**config.mk**
```make
export PLATFORM = sky130hd
export DESIGN_NAME = uart_rx_os16
export DESIGN_NICKNAME = d
export VERILOG_FILES = /design/src/rtl/uart_pkg.sv /design/src/rtl/uart_os_tick_gen.sv /design/src/rtl/uart_rx_os16.sv
export SDC_FILE = /design/constraint.sdc
export NUM_CORES = 1
export LEC_CHECK = 0
export ABC_AREA = 1
export BUFFER_PORTS_ARGS = -buffer_cell sky130_fd_sc_hd__buf_2
export CORE_MARGIN = 1.5
export CORE_UTILIZATION = 60
export CTS_BUF_LIST = sky130_fd_sc_hd__clkbuf_8
export DETAILED_ROUTE_END_ITERATION = 7
export GPL_ROUTABILITY_DRIVEN = 0
export PLACE_DENSITY = 0.82
export SETUP_SLACK_MARGIN = 0.05
export SYNTH_ARGS = -nofsm -noshare
export SYNTH_HDL_FRONTEND = slang
export SYNTH_SLANG_ARGS = --single-unit
```
**constraint.sdc**
```tcl
create_clock -name clk -period 2.6 [get_ports clk]
set_clock_uncertainty 0.2 [all_clocks]
set_input_delay 0.26 -clock clk [delete_from_list [all_inputs] [get_ports clk]]
set_output_delay 0.26 -clock clk [all_outputs]
set_load 0.01 [all_outputs]
```
**src/rtl/uart_pkg.sv**
```systemverilog
// Shared types, constants and helpers for the 16x oversampling UART.
package uart_pkg;

    localparam int unsigned OS_RATE    = 16;
    localparam int unsigned SAMPLE_MID = 8;
    localparam int unsigned DATA_W     = 8;
    localparam int unsigned CFG_BITS_W = 2;
    localparam int unsigned NBITS_W    = 4;

    typedef enum logic [1:0] {
        BAUD_9600   = 2'b00,
        BAUD_19200  = 2'b01,
        BAUD_57600  = 2'b10,
        BAUD_115200 = 2'b11
    } baud_t;

    typedef enum logic [2:0] {
        IDLE,
        START,
        DATA,
        PARITY,
        STOP
    } rx_state_t;

    typedef struct packed {
        logic [DATA_W-1:0] data;
        logic              parity_err;
        logic              frame_err;
    } rx_frame_t;

    function automatic int unsigned baud_rate(input baud_t b);
        case (b)
            BAUD_9600:   return 9600;
            BAUD_19200:  return 19200;
            BAUD_57600:  return 57600;
            default:     return 115200;
        endcase
    endfunction

    // Rounded clk cycles per oversample tick.
    function automatic int unsigned divisor(input int unsigned clk_freq, input baud_t b);
        int unsigned tick_rate;
        tick_rate = OS_RATE * baud_rate(b);
        return (clk_freq + tick_rate / 2) / tick_rate;
    endfunction

    function automatic logic [NBITS_W-1:0] num_bits(input logic [CFG_BITS_W-1:0] cfg_bits);
        return NBITS_W'(5) + NBITS_W'(cfg_bits);
    endfunction

    function automatic logic majority3(input logic a, input logic b, input logic c);
        return (a & b) | (a & c) | (b & c);
    endfunction

endpackage

```
**src/rtl/uart_os_tick_gen.sv**
```systemverilog
// Oversample tick generator: one-clk tick every round(CLK_FREQ/(16*baud)) clocks,
// restartable so the tick phase can be aligned to an external event.
module uart_os_tick_gen
    import uart_pkg::*;
#(
    parameter int unsigned CLK_FREQ = 100_000_000
) (
    input  logic       clk,
    input  logic       rst,
    input  logic [1:0] i_cfg_baud,
    input  logic       i_restart,
    output logic       o_tick
);

    localparam int unsigned DIV_9600   = divisor(CLK_FREQ, BAUD_9600);
    localparam int unsigned DIV_19200  = divisor(CLK_FREQ, BAUD_19200);
    localparam int unsigned DIV_57600  = divisor(CLK_FREQ, BAUD_57600);
    localparam int unsigned DIV_115200 = divisor(CLK_FREQ, BAUD_115200);
    localparam int unsigned CNT_W      = $clog2(DIV_9600 + 1);

    localparam logic [CNT_W-1:0] LAST_9600   = CNT_W'(DIV_9600 - 1);
    localparam logic [CNT_W-1:0] LAST_19200  = CNT_W'(DIV_19200 - 1);
    localparam logic [CNT_W-1:0] LAST_57600  = CNT_W'(DIV_57600 - 1);
    localparam logic [CNT_W-1:0] LAST_115200 = CNT_W'(DIV_115200 - 1);

    logic [CNT_W-1:0] r_cnt;
    logic [CNT_W-1:0] w_last;

    always_comb begin
        w_last = LAST_9600;
        case (baud_t'(i_cfg_baud))
            BAUD_9600:   w_last = LAST_9600;
            BAUD_19200:  w_last = LAST_19200;
            BAUD_57600:  w_last = LAST_57600;
            BAUD_115200: w_last = LAST_115200;
            default:     w_last = LAST_9600;
        endcase
    end

    // >= rather than == so a baud change while running can never skip the wrap.
    always_ff @(posedge clk or posedge rst) begin
        if (rst) begin
            r_cnt  <= '0;
            o_tick <= 1'b0;
        end else if (i_restart) begin
            r_cnt  <= '0;
            o_tick <= 1'b0;
        end else if (r_cnt >= w_last) begin
            r_cnt  <= '0;
            o_tick <= 1'b1;
        end else begin
            r_cnt  <= r_cnt + CNT_W'(1);
            o_tick <= 1'b0;
        end
    end

endmodule

```
**src/rtl/uart_rx_os16.sv**
```systemverilog
// UART receiver with 16x oversampling, 3-sample mid-bit majority vote, even parity
// and stop-bit checking, and a valid/ready output register with overrun reporting.
module uart_rx_os16
    import uart_pkg::*;
#(
    parameter int unsigned CLK_FREQ    = 100_000_000,
    parameter int unsigned SYNC_STAGES = 2
) (
    input  logic              clk,
    input  logic              rst,
    input  logic              i_rx_en,
    input  logic              i_rx_serial,
    input  logic              i_cfg_parity,
    input  logic [1:0]        i_cfg_bits,
    input  logic [1:0]        i_cfg_baud,
    output logic [DATA_W-1:0] o_rx_data,
    output logic              o_rx_valid,
    input  logic              i_rx_ready,
    output logic              o_parity_err,
    output logic              o_frame_err,
    output logic              o_overrun,
    output logic              o_rx_busy
);

    localparam logic [3:0] S_VOTE0   = 4'(SAMPLE_MID - 1);
    localparam logic [3:0] S_VOTE1   = 4'(SAMPLE_MID);
    localparam logic [3:0] S_RESOLVE = 4'(SAMPLE_MID + 1);

    logic [SYNC_STAGES-1:0] r_sync;
    logic                   r_rx_prev;
    rx_state_t              r_state;
    logic [3:0]             r_s;
    logic [1:0]             r_vote;
    logic [NBITS_W-1:0]     r_bit_idx;
    logic [DATA_W-1:0]      r_shift;
    logic                   r_par_acc;
    logic                   r_perr;
    logic [NBITS_W-1:0]     r_nbits;
    logic                   r_par_en;
    baud_t                  r_baud;
    logic                   r_done;
    rx_frame_t              r_done_frame;

    logic w_rx;
    logic w_fall;
    logic w_restart;
    logic w_tick;
    logic w_bit;

    always_ff @(posedge clk or posedge rst) begin
        if (rst) begin
            r_sync <= '1;
        end else begin
            r_sync <= {r_sync[SYNC_STAGES-2:0], i_rx_serial};
        end
    end

    assign w_rx      = r_sync[SYNC_STAGES-1];
    assign w_fall    = r_rx_prev & ~w_rx;
    assign w_restart = (r_state == IDLE) & i_rx_en & w_fall;
    assign w_bit     = majority3(r_vote[0], r_vote[1], w_rx);

    uart_os_tick_gen #(
        .CLK_FREQ (CLK_FREQ)
    ) u_tick_gen (
        .clk        (clk),
        .rst        (rst),
        .i_cfg_baud (r_baud),
        .i_restart  (w_restart),
        .o_tick     (w_tick)
    );

    // Frame FSM: every bit is resolved at s = 9 from the votes at s = 7, 8 and 9.
    always_ff @(posedge clk or posedge rst) begin
        if (rst) begin
            r_state      <= IDLE;
            r_rx_prev    <= 1'b1;
            r_s          <= '0;
            r_vote       <= '0;
            r_bit_idx    <= '0;
            r_shift      <= '0;
            r_par_acc    <= 1'b0;
            r_perr       <= 1'b0;
            r_nbits      <= '0;
            r_par_en     <= 1'b0;
            r_baud       <= BAUD_9600;
            r_done       <= 1'b0;
            r_done_frame <= '0;
            o_rx_busy    <= 1'b0;
        end else begin
            r_rx_prev <= w_rx;
            r_done    <= 1'b0;
            if (!i_rx_en) begin
                r_state   <= IDLE;
                o_rx_busy <= 1'b0;
            end else if (r_state == IDLE) begin
                if (w_fall) begin
                    r_state   <= START;
                    o_rx_busy <= 1'b1;
                    r_s       <= '0;
                    r_bit_idx <= '0;
                    r_shift   <= '0;
                    r_par_acc <= 1'b0;
                    r_perr    <= 1'b0;
                    r_nbits   <= num_bits(i_cfg_bits);
                    r_par_en  <= i_cfg_parity;
                    r_baud    <= baud_t'(i_cfg_baud);
                end
            end else if (w_tick) begin
                r_s <= r_s + 4'd1;
                if (r_s == S_VOTE0) r_vote[0] <= w_rx;
                if (r_s == S_VOTE1) r_vote[1] <= w_rx;
                if (r_s == S_RESOLVE) begin
                    case (r_state)
                        START: begin
                            if (w_bit) begin
                                r_state   <= IDLE;
                                o_rx_busy <= 1'b0;
                            end else begin
                                r_state <= DATA;
                            end
                        end
                        DATA: begin
                            r_shift   <= {w_bit, r_shift[DATA_W-1:1]};
                            r_par_acc <= r_par_acc ^ w_bit;
                            r_bit_idx <= r_bit_idx + NBITS_W'(1);
                            if (r_bit_idx == r_nbits - NBITS_W'(1)) begin
                                r_state <= r_par_en ? PARITY : STOP;
                            end
                        end
                        PARITY: begin
                            r_perr  <= r_par_acc ^ w_bit;
                            r_state <= STOP;
                        end
                        STOP: begin
                            // Short frames land in the top bits; shift down to [N-1:0].
                            r_done                  <= 1'b1;
                            r_done_frame.data       <= r_shift >> (NBITS_W'(DATA_W) - r_nbits);
                            r_done_frame.parity_err <= r_perr;
                            r_done_frame.frame_err  <= ~w_bit;
                            r_state                 <= IDLE;
                            o_rx_busy               <= 1'b0;
                        end
                        default: begin
                            r_state   <= IDLE;
                            o_rx_busy <= 1'b0;
                        end
                    endcase
                end
            end
        end
    end

    // Output holding register with valid/ready handshake and overrun pulse.
    always_ff @(posedge clk or posedge rst) begin
        if (rst) begin
            o_rx_data    <= '0;
            o_rx_valid   <= 1'b0;
            o_parity_err <= 1'b0;
            o_frame_err  <= 1'b0;
            o_overrun    <= 1'b0;
        end else begin
            o_overrun <= 1'b0;
            if (r_done) begin
                if (!o_rx_valid || i_rx_ready) begin
                    o_rx_data    <= r_done_frame.data;
                    o_parity_err <= r_done_frame.parity_err;
                    o_frame_err  <= r_done_frame.frame_err;
                    o_rx_valid   <= 1'b1;
                end else begin
                    o_overrun <= 1'b1;
                end
            end else if (o_rx_valid && i_rx_ready) begin
                o_rx_valid <= 1'b0;
            end
        end
    end

endmodule

```
==> results_dict.tcl, run 1 <==
set metrics [dict create \
    outcome "finished, final reports clean" \
    p_per_area_nw_per_um2 997.7 \
    wl_per_cell_um 13.14 \
    clock-sinks 68 \
    cp_cell_sequence "inv_1 > ha_1 > inv_1 > ha_1 > nand2_1 > nor2_1 > o211ai_1 > nand4_1 > buf_4 > nor3_1" \
    hold_class "primary input to flop" \
    drt_pass1_iterations 4 \
    die_y_um 80.28 \
    synth_cell_types 37 \
    pre_cts_ws_ns 0.1925 \
    track_usage_pct 24.50 \
    diodes 0 \
    avgSynthCellArea_sq_um 8.614 \
    ant_nets 0 \
    synth_top_area_share_pct 45.39 \
    fillers 412 \
    maxCapViolCount 0 \
    synth_top_area_cell "dfrtp_1" \
    first_iter_violations 211 \
    grt-ovfl-total 0 \
    core_sq_um 5642 \
    period_minus_slack_ns 2.161 \
    startpoint_type "flop" \
    avgViaCountPerCell 5.309 \
    end_kind "flop" \
    cts_buffers 9 \
    clk_latency_ns 0.35 \
    hpwl_um 4968 \
    slew_violations 0 \
    num_io_pins 23 \
    syn_nets 447 \
    path_delay_family "adder cells" \
    synth_area_leaders "dfrtp_1 (45%), nand2_1 (11%), ha_1 (7.3%), inv_1 (4.7%), o21ai_0 (3.6%)" \
    setup_viol 0 \
    start_util_pct 63.52 \
    postLayoutCellArea_sq_um 4051 \
    timing.fmax_ghz 0.4628 \
    layout-drive-gt1-share_pct 16.89 \
    finalHoldViolations 0 \
    yosysSeqAreaShare_pct 47.59 \
    yosysWarnings 0 \
    slowest_stage "dfrtp_1" \
    worst-path-buf-inv 3 \
    ir_drop_v 0.0006379 \
    vias 2803 \
    placed_area_sq_um 3767 \
    dieArea_sq_um 6445 \
    fp-row-count 27 \
    slowest_delay_ns 0.43 \
    cts_resized 0 \
    ys_ff_latch 68 \
    power_leakage_uw 0.002084 \
    tns_ns 0 \
    cp_data_arrival_time_ns 2.19 \
    period_share_pct 83.11 \
    antenna_found_initial 0 \
    syn_area_sq_um 3583 \
    first_global_vias 2676 \
    syn_inst 416 \
    layout.area.seq_sq_um 1705 \
    tightest_slew_ns 0.5312 \
    finalNetCount 482 \
    grt_pass1_wl_um 11930 \
    slew_headroom_pct 64.54 \
    die_w_um 80.28 \
    cts_tree "done" \
    worst_slack_ns 0.4392 \
    cts-root-buf "clkbuf_8" \
    cts_buffer_depth 2 \
    port_buffers 22 \
    syn2layout_area_growth_pct 13.06 \
    drc 0 \
    cp_max_fo 11 \
    multiInputGateArea_sq_um 1633 \
    cts_max_level 3 \
    crit_required_ns 2.63 \
    clkSlewWorstSetupHoldPaths_ns 0.08 \
    critical_path_class "flop to flop" \
    grt_max_degree 46 \
    routed_wl_um 6940 \
    rsz0062_at_grt "no" \
]
[tightest hold or removal path: stages]
cell and delay [ns]:
buf_2 0.08, ha_1 0.11, nand2_1 0.04, o21ai_0 0.06
[stage by stage]
step / hold slack [ns] / instances / utilization [%] / power (uW)
floorplan: 0.06448 / 416 / - / 2781
global placement: 0.1223 / 504 / 66.78 / 3036
detailed placement: 0.1346 / 504 / 66.78 / 3116
CTS: 0.03678 / 527 / 71.68 / 4048
global route: 0.04352 / 528 / 71.81 / 4415
finish: 0.04352 / 528 / 71.81 / 4042
[synthesized netlist by cell type (all sizes together)]
master and number:
o21bai 1, mux2 10, xnor2 1, o211ai 5, nand3 23, ha 21
xor2 6, clkinv 1, buf 7, dfstp 3, nor3b 1, dfrtp 65
o22ai 7, o21a 1, nand4 7, nor2 31, or2 1, nor3 13
clkbuf 2, a31o 1, a21oi 13, o21ai 34, nand2 112, inv 50
[what timing repair did]
action                                  4_1_cts  5_1_grt
setup buffers                                 0        1
hold endpoints to repair                     30        0
hold buffers                                  7        0
endpoints found under the setup margin        0        7
[kinds of logic after synthesis]
kind of cell             after synthesis  synth area share (%)
flip-flops                            68                 47.59
AND/OR/NAND/NOR                      188                 23.57
AO/OA/AOI/OAI                         62                 9.812
multiplexers                          10                 3.143
XOR/XNOR                               7                 1.711
buffers and inverters                 60                 6.843
adder cells (fa/ha/maj)               21                 7.332
[registers in the layout, indices dropped and copies added (netlist names), 3 cells and up]
register / count
o_rx_data: 8
r_bit_idx: 4
r_done_frame: 10
r_nbits: 4
r_s: 4
r_shift: 8
r_state: 3
u_tick_gen.r_cnt: 10
[where the power goes]
group	leakage (uW)	internal, uW	total [uW]	switching, uW
logic	0.00108	586	1630	1040
clock network	0.0000988	459	906	446
registers	0.000906	1280	1510	230
[placed cells by master, fill, tap and decap left out, types with 5 or more instances in the layout]
cell type      Yosys  layout
nand2_1          108     108
dfrtp_1           65      65
inv_1             45      44
nor2_1            27      27
o21ai_0           26      26
buf_2              5      22
nand3_1           21      21
ha_1              21      21
a21oi_1           12      12
nor3_1            12      12
mux2_2            10      10
clkbuf_8           0       9
o22ai_1            7       7
nand4_1            7       7
dlygate4sd3_1      0       7
xor2_1             6       6
o21ai_1            6       6
inv_2              4       5
o211ai_1           5       5
[layer usage]
layer | GRT usage (%) | part of all wire (%)
met1 | 31.65 | 46
met2 | 40.34 | 49
met3 | 5.341 | 3.8
met4 | 9.138 | 1.3
met5 | 0 | 0
[final timing paths]
kind                                       start                       endpoint  slack [ns]  cells after the start
max                        r_baud[0]$_DFFE_PP0P_  u_tick_gen.r_cnt[0]$_DFF_PP0_        0.44                     10
min                                i_cfg_bits[1]         r_nbits[1]$_DFFE_PP0P_        0.04                      4
max reg2reg                r_baud[0]$_DFFE_PP0P_  u_tick_gen.r_cnt[0]$_DFF_PP0_        0.44                     10
min reg2reg                  r_sync[0]$_DFF_PP1_            r_sync[1]$_DFF_PP1_        0.16                      0
max in group asynchronous                    rst            r_sync[0]$_DFF_PP1_        1.22                      4
min in group asynchronous                    rst    r_done_frame[7]$_DFFE_PP0P_        0.29                      3
[final cells by class]
| type | count | area share, % |
|---|---|---|
| Clock inverter | 7 | 2.038 |
| Timing Repair Buffer | 33 | 5.497 |
| Inverter | 51 | 4.787 |
| Multi-Input combinational cell | 288 | 40.30 |
| Sequential cell | 68 | 42.09 |
| Clock buffer | 9 | 3.057 |
| Tap cell | 72 | 2.224 |
Note: power is estimated with default switching activity, not from simulation.
==> run 2, diff against run 1 <==
- ABC_AREA: 1 -> 0
- CORE_UTILIZATION: 60 -> 57
- clock period: 2.6 -> 1.9 ns (I/O delays scaled with it)
==> results_dict.tcl, run 2 <==
set metrics [dict create \
    syn_inst 326 \
    wl_per_cell_um 17.76 \
    avgViaCountPerCell 5.924 \
    avgSynthCellArea_sq_um 10.87 \
    hold_ws_ns 0.06475 \
    cts_max_level 3 \
    cts_buffer_depth 2 \
    num_io_pins 23 \
    tns_ns -1.982 \
    grt_max_degree 31 \
    cp-startpoint "r_baud[0]$_DFFE_PP0P_" \
    startpoint_type "flop" \
    maxCapViolCount 0 \
    die_w_um 81.83 \
    track_usage_pct 27.15 \
    synth_cell_types 52 \
    failed_checks "negative setup slack" \
    first_iter_violations 309 \
    yosysWarnings 0 \
    dieArea_sq_um 6696 \
    ys_ff_latch 68 \
    syn_nets 357 \
    ir_drop_v 0.0008215 \
    synth_top_flop_cell "dfrtp_1" \
    grt_pass1_wl_um 13520 \
    diodes 0 \
    start_util_pct 59.47 \
    ant_nets 0 \
    largest_registers "r_done_frame: 10 flops, u_tick_gen.r_cnt: 10 flops" \
    power_leakage_uw 0.002274 \
    finalHoldViolations 0 \
    setup_viol 17 \
    final_util_pct 81.70 \
    period_share_pct 112.2 \
    layout-drive-gt1-share_pct 45.74 \
    syn_area_sq_um 3542 \
    yosysSeqAreaShare_pct 48.15 \
    critical_path_class "flop to flop" \
    synth-edff-count 0 \
    cp_data_arrival_time_ns 2.17 \
    hold_class "primary input to flop" \
    cp_max_fo 4 \
    yosysMostFrequentCell "dfrtp_1" \
    die_y_um 81.83 \
    rsz0062_at_grt "yes" \
    power.total_uw 6253 \
    synth_area_leaders "dfrtp_1 (46%), ha_1 (7.4%), mux2_2 (4.5%), nand2_1 (4.3%), xor2_1 (2.7%)" \
    r2r-end "u_tick_gen.o_tick$_DFF_PP0_" \
    port_buffers 22 \
    synth_top_area_share_pct 45.92 \
    end_kind "flop" \
    synth_top_area_cell "dfrtp_1" \
    outcome "finished with violations" \
    routed_wl_um 8633 \
    endpoint "u_tick_gen.o_tick$_DFF_PP0_" \
    clkSlewWorstSetupHoldPaths_ns 0.08 \
    timing.fmax_ghz 0.4689 \
    finalNetCount 437 \
    core_sq_um 5956 \
    cts_buffers 9 \
    slowest_stage "dfrtp_2" \
    crit_required_ns 1.94 \
    reg2regPathDepth 10 \
    cp_cell_sequence "inv_4 > ha_4 > inv_4 > ha_4 > a21o_1 > a21o_1 > a21oi_2 > o21ai_4 > buf_6 > and2_4" \
    first_global_vias 2908 \
    period_minus_slack_ns 2.133 \
    yosys-top-cells-count "dfrtp_1 (65), nand2_1 (41), ha_1 (21), nor2_1 (17)" \
    slowest_delay_ns 0.46 \
    slew_violations 0 \
    drt_pass1_iterations 7 \
    grt-ovfl-total 0 \
    hpwl_um 4999 \
    syn2layout_area_growth_pct 37.37 \
    cts_tree "done" \
    cts-root-buf "clkbuf_8" \
    clock-sinks 68 \
    tightest_slew_ns 0.5876 \
    fp-row-count 28 \
    clk_latency_ns 0.35 \
    rr_startpoint "r_baud[0]$_DFFE_PP0P_" \
    antenna_found_initial 0 \
    slew_headroom_pct 60.74 \
    synth-async-reset-ratio_pct 100.0 \
    rrSetupSlack_ns -0.23 \
    vias 2879 \
    layout_common_cells "dfrtp_1 (60), buf_4 (37), nand2_1 (29)" \
    pre_cts_ws_ns -0.2308 \
    p_per_area_nw_per_um2 1285 \
    final_common_cell "dfrtp_1" \
    drc 0 \
    worst_slack_ns -0.2325 \
]
[run 2: what timing repair did]
action / in CTS / in global routing
cloned: 1 / 0
setup endpoints to repair: 36 / 43
gates resized for setup: 41 / 38
setup buffers: 11 / 6
pin swaps: 22 / 18
hold buffers: 8 / 0
endpoints found under the hold margin: 28 / 0
[run 2: worst min-delay path by stage]
stage | cells past startpoint | from | to
after global routing | 3 | i_rx_en | r_state[1]$_DFFE_PP0P_
final | 3 | i_rx_en | r_state[1]$_DFFE_PP0P_
after detailed placement | 2 | rst | r_done_frame[3]$_DFFE_PP0P_
after global placement | 2 | rst | r_done_frame[3]$_DFFE_PP0P_
after CTS | 3 | i_rx_en | r_state[1]$_DFFE_PP0P_
after floorplan | 0 | i_rx_serial | r_sync[0]$_DFF_PP1_
[run 2: layer usage]
layer	global-route usage [%]	share of wire, %	vias to the layer above
li1	-	-	1305
met1	30.59	39	1438
met2	47.87	53	106
met5	0	0	-
met4	11.02	2.7	0
met3	8.000	4.9	30
[run 2: logic make-up after synthesis]
kind of cell / Yosys count / synth area share [%]
AND/OR/NAND/NOR: 110 / 15.79
flip-flops: 68 / 48.15
adder cells (fa/ha/maj): 22 / 7.700
XOR/XNOR: 20 / 5.369
multiplexers: 21 / 7.488
buffers and inverters: 27 / 3.567
AO/OA/AOI/OAI: 58 / 11.94
[run 2: area by class of cell]
| cell class | count | area [sq um] |
|---|---|---|
| repair buffers | 80 | 656.9 |
| clock buffers | 11 | 151.4 |
| multi-input cells | 232 | 2128 |
| inverters | 15 | 72.57 |
| clock inverters | 5 | 51.30 |
| flip-flops and latches | 68 | 1712 |
| well taps | 75 | 93.84 |
| fillers | 338 | 1090 |
[run 2: power by group]
| part | switching [uW] | internal (uW) | total (uW) |
|---|---|---|---|
| Sequential | 248 | 1640 | 1890 |
| Clock | 533 | 668 | 1200 |
| Combinational | 1580 | 1580 | 3160 |
[run 2: critical path, delay by kind of cell (launching register included)]
kind	cells	cell delay (ns)
adders and majority gates	2	0.36
buffers and inverters	3	0.27
and+or+nand+nor	1	0.14
AOI/OAI and AO/OA	4	0.59
DFF	1	0.46
[run 2: per-stage QoR]
step,area [sq um],cells
global route,4866,486
global placement,4113,444
detailed placement,4113,444
finish,4866,486
floorplan,3717,326
CTS,4669,480
==> run 3, diff against run 2 <==
- RECOVER_POWER: not set -> 50
==> results_dict.tcl, run 3 (synthesized netlist as in run 2, its figures left out) <==
set metrics [dict create \
    outcome "finished with violations" \
    failed_checks "negative setup slack" \
    cts_buffer_depth 2 \
    cp_data_arrival_time_ns 2.17 \
    cts_max_level 3 \
    antenna_found_initial 0 \
    avgViaCountPerCell 5.895 \
    first_global_vias 2908 \
    cts_tree "done" \
    finalNetCount 437 \
    p_per_area_nw_per_um2 1293 \
    rsz0062_at_grt "yes" \
    grt_max_degree 31 \
    track_usage_pct 27.15 \
    final_common_cell "dfrtp_1" \
    power_leakage_uw 0.002220 \
    worst_slack_ns -0.2294 \
    tightest_slew_ns 1.142 \
    clock-sinks 68 \
    first_iter_violations 282 \
    finalHoldViolations 0 \
    num_io_pins 23 \
    grt-ovfl-total 0 \
    port_buffers 22 \
    drc 0 \
    end_kind "flop" \
    vias 2865 \
    startpoint_type "flop" \
    slew_headroom_pct 23.44 \
    crit_required_ns 1.94 \
    final_cells 486 \
    die_y_um 81.83 \
    ir_drop_v 0.0008215 \
    maxCapViolCount 0 \
    critical_path_class "flop to flop" \
    start_util_pct 59.47 \
    cp_max_fo 4 \
    routed_wl_um 8662 \
    setup_viol 19 \
    hold_class "primary input to flop" \
    drt_pass1_iterations 5 \
    diodes 0 \
    period_minus_slack_ns 2.129 \
    hold_ws_ns 0.06526 \
    placed_cells 444 \
    slew_violations 0 \
    largest_registers "r_done_frame: 10 flops, u_tick_gen.r_cnt: 10 flops" \
    hpwl_um 4999 \
    clk_latency_ns 0.34 \
    clkSlewWorstSetupHoldPaths_ns 0.07 \
    layout_common_cells "dfrtp_1 (60), buf_4 (38), nand2_1 (29)" \
    fp-row-count 28 \
    cts-root-buf "clkbuf_8" \
    period_share_pct 112.1 \
    dieArea_sq_um 6696 \
    core_sq_um 5956 \
    grt_pass1_wl_um 13520 \
    layout-drive-gt1-share_pct 42.82 \
    timing.fmax_ghz 0.4696 \
    syn2layout_area_growth_pct 36.56 \
    cts_buffers 9 \
    wl_per_cell_um 17.82 \
    die_w_um 81.83 \
    ant_nets 0 \
]
-- run 3: metrics by stage --
stage	cell area [sq um]	TNS, ns	util, %	setup slack [ns]	power [uW]
after detailed placement	4113	-3.119	69.05	-0.2308	4206
after CTS	4669	-1.980	78.40	-0.2006	5844
final	4837	-1.985	81.22	-0.2294	6254
after floorplan	3717	-0.9496	-	-0.09540	3470
after global routing	4837	-5.032	81.22	-0.3254	6650
after global placement	4113	-1.388	69.05	-0.1606	4090
-- run 3: repair_timing --
item	4_1_cts	5_1_grt
gates cloned	1	0
hold buffers	8	0
endpoints found under the hold margin	28	0
pin swaps	22	18
setup endpoints to repair	36	43
buffers inserted	11	6
resized for setup	41	38
-- run 3: report_power, final --
group / leakage [uW] / total (uW) / internal [uW] / switching (uW)
logic: 0.00120 / 3170 / 1580 / 1580
registers: 0.000912 / 1890 / 1640 / 248
clock network: 0.000107 / 1200 / 668 / 529
total: 0.00222 / 6250 / 3890 / 2360
-- run 3: cell type report --
cell class,count,area (sq um)
inverters,15,70.07
fillers,350,1119
clock buffers,11,151.4
clock inverters,5,51.30
repair buffers,80,630.6
flip-flops and latches,68,1712
multi-input cells,232,2128
well taps,75,93.84
-- run 3: final timing paths --
path / slack (ns) / startpoint / cells past startpoint / endpoint
worst max-delay path: -0.23 / r_baud[0]$_DFFE_PP0P_ / 10 / u_tick_gen.o_tick$_DFF_PP0_
worst min-delay path: 0.07 / i_rx_en / 3 / r_state[1]$_DFFE_PP0P_
worst max register to register: -0.23 / r_baud[0]$_DFFE_PP0P_ / 10 / u_tick_gen.o_tick$_DFF_PP0_
worst min register to register: 0.16 / r_sync[0]$_DFF_PP1_ / 0 / r_sync[1]$_DFF_PP1_
max in group asynchronous: 0.15 / rst / 4 / r_baud[0]$_DFFE_PP0P_
min in group asynchronous: 0.42 / rst / 3 / r_done_frame[3]$_DFFE_PP0P_
-- run 3: worst max-delay path: stages, from the launching register on --
cell	delay (ns)
dfrtp_2	0.46
inv_4	0.10
ha_4	0.14
inv_4	0.04
ha_4	0.22
a21o_1	0.15
a21o_1	0.16
a21oi_2	0.18
o21ai_4	0.10
buf_6	0.13
and2_4	0.14
-- run 3: layer usage --
metal / vias up / wire, um / GRT usage, %
li1: 1308 / - / -
met1: 1410 / 3328 / 30.59
met2: 113 / 4585 / 47.87
met3: 34 / 495 / 8.000
met4: 0 / 252 / 11.02
met5: - / 0 / 0
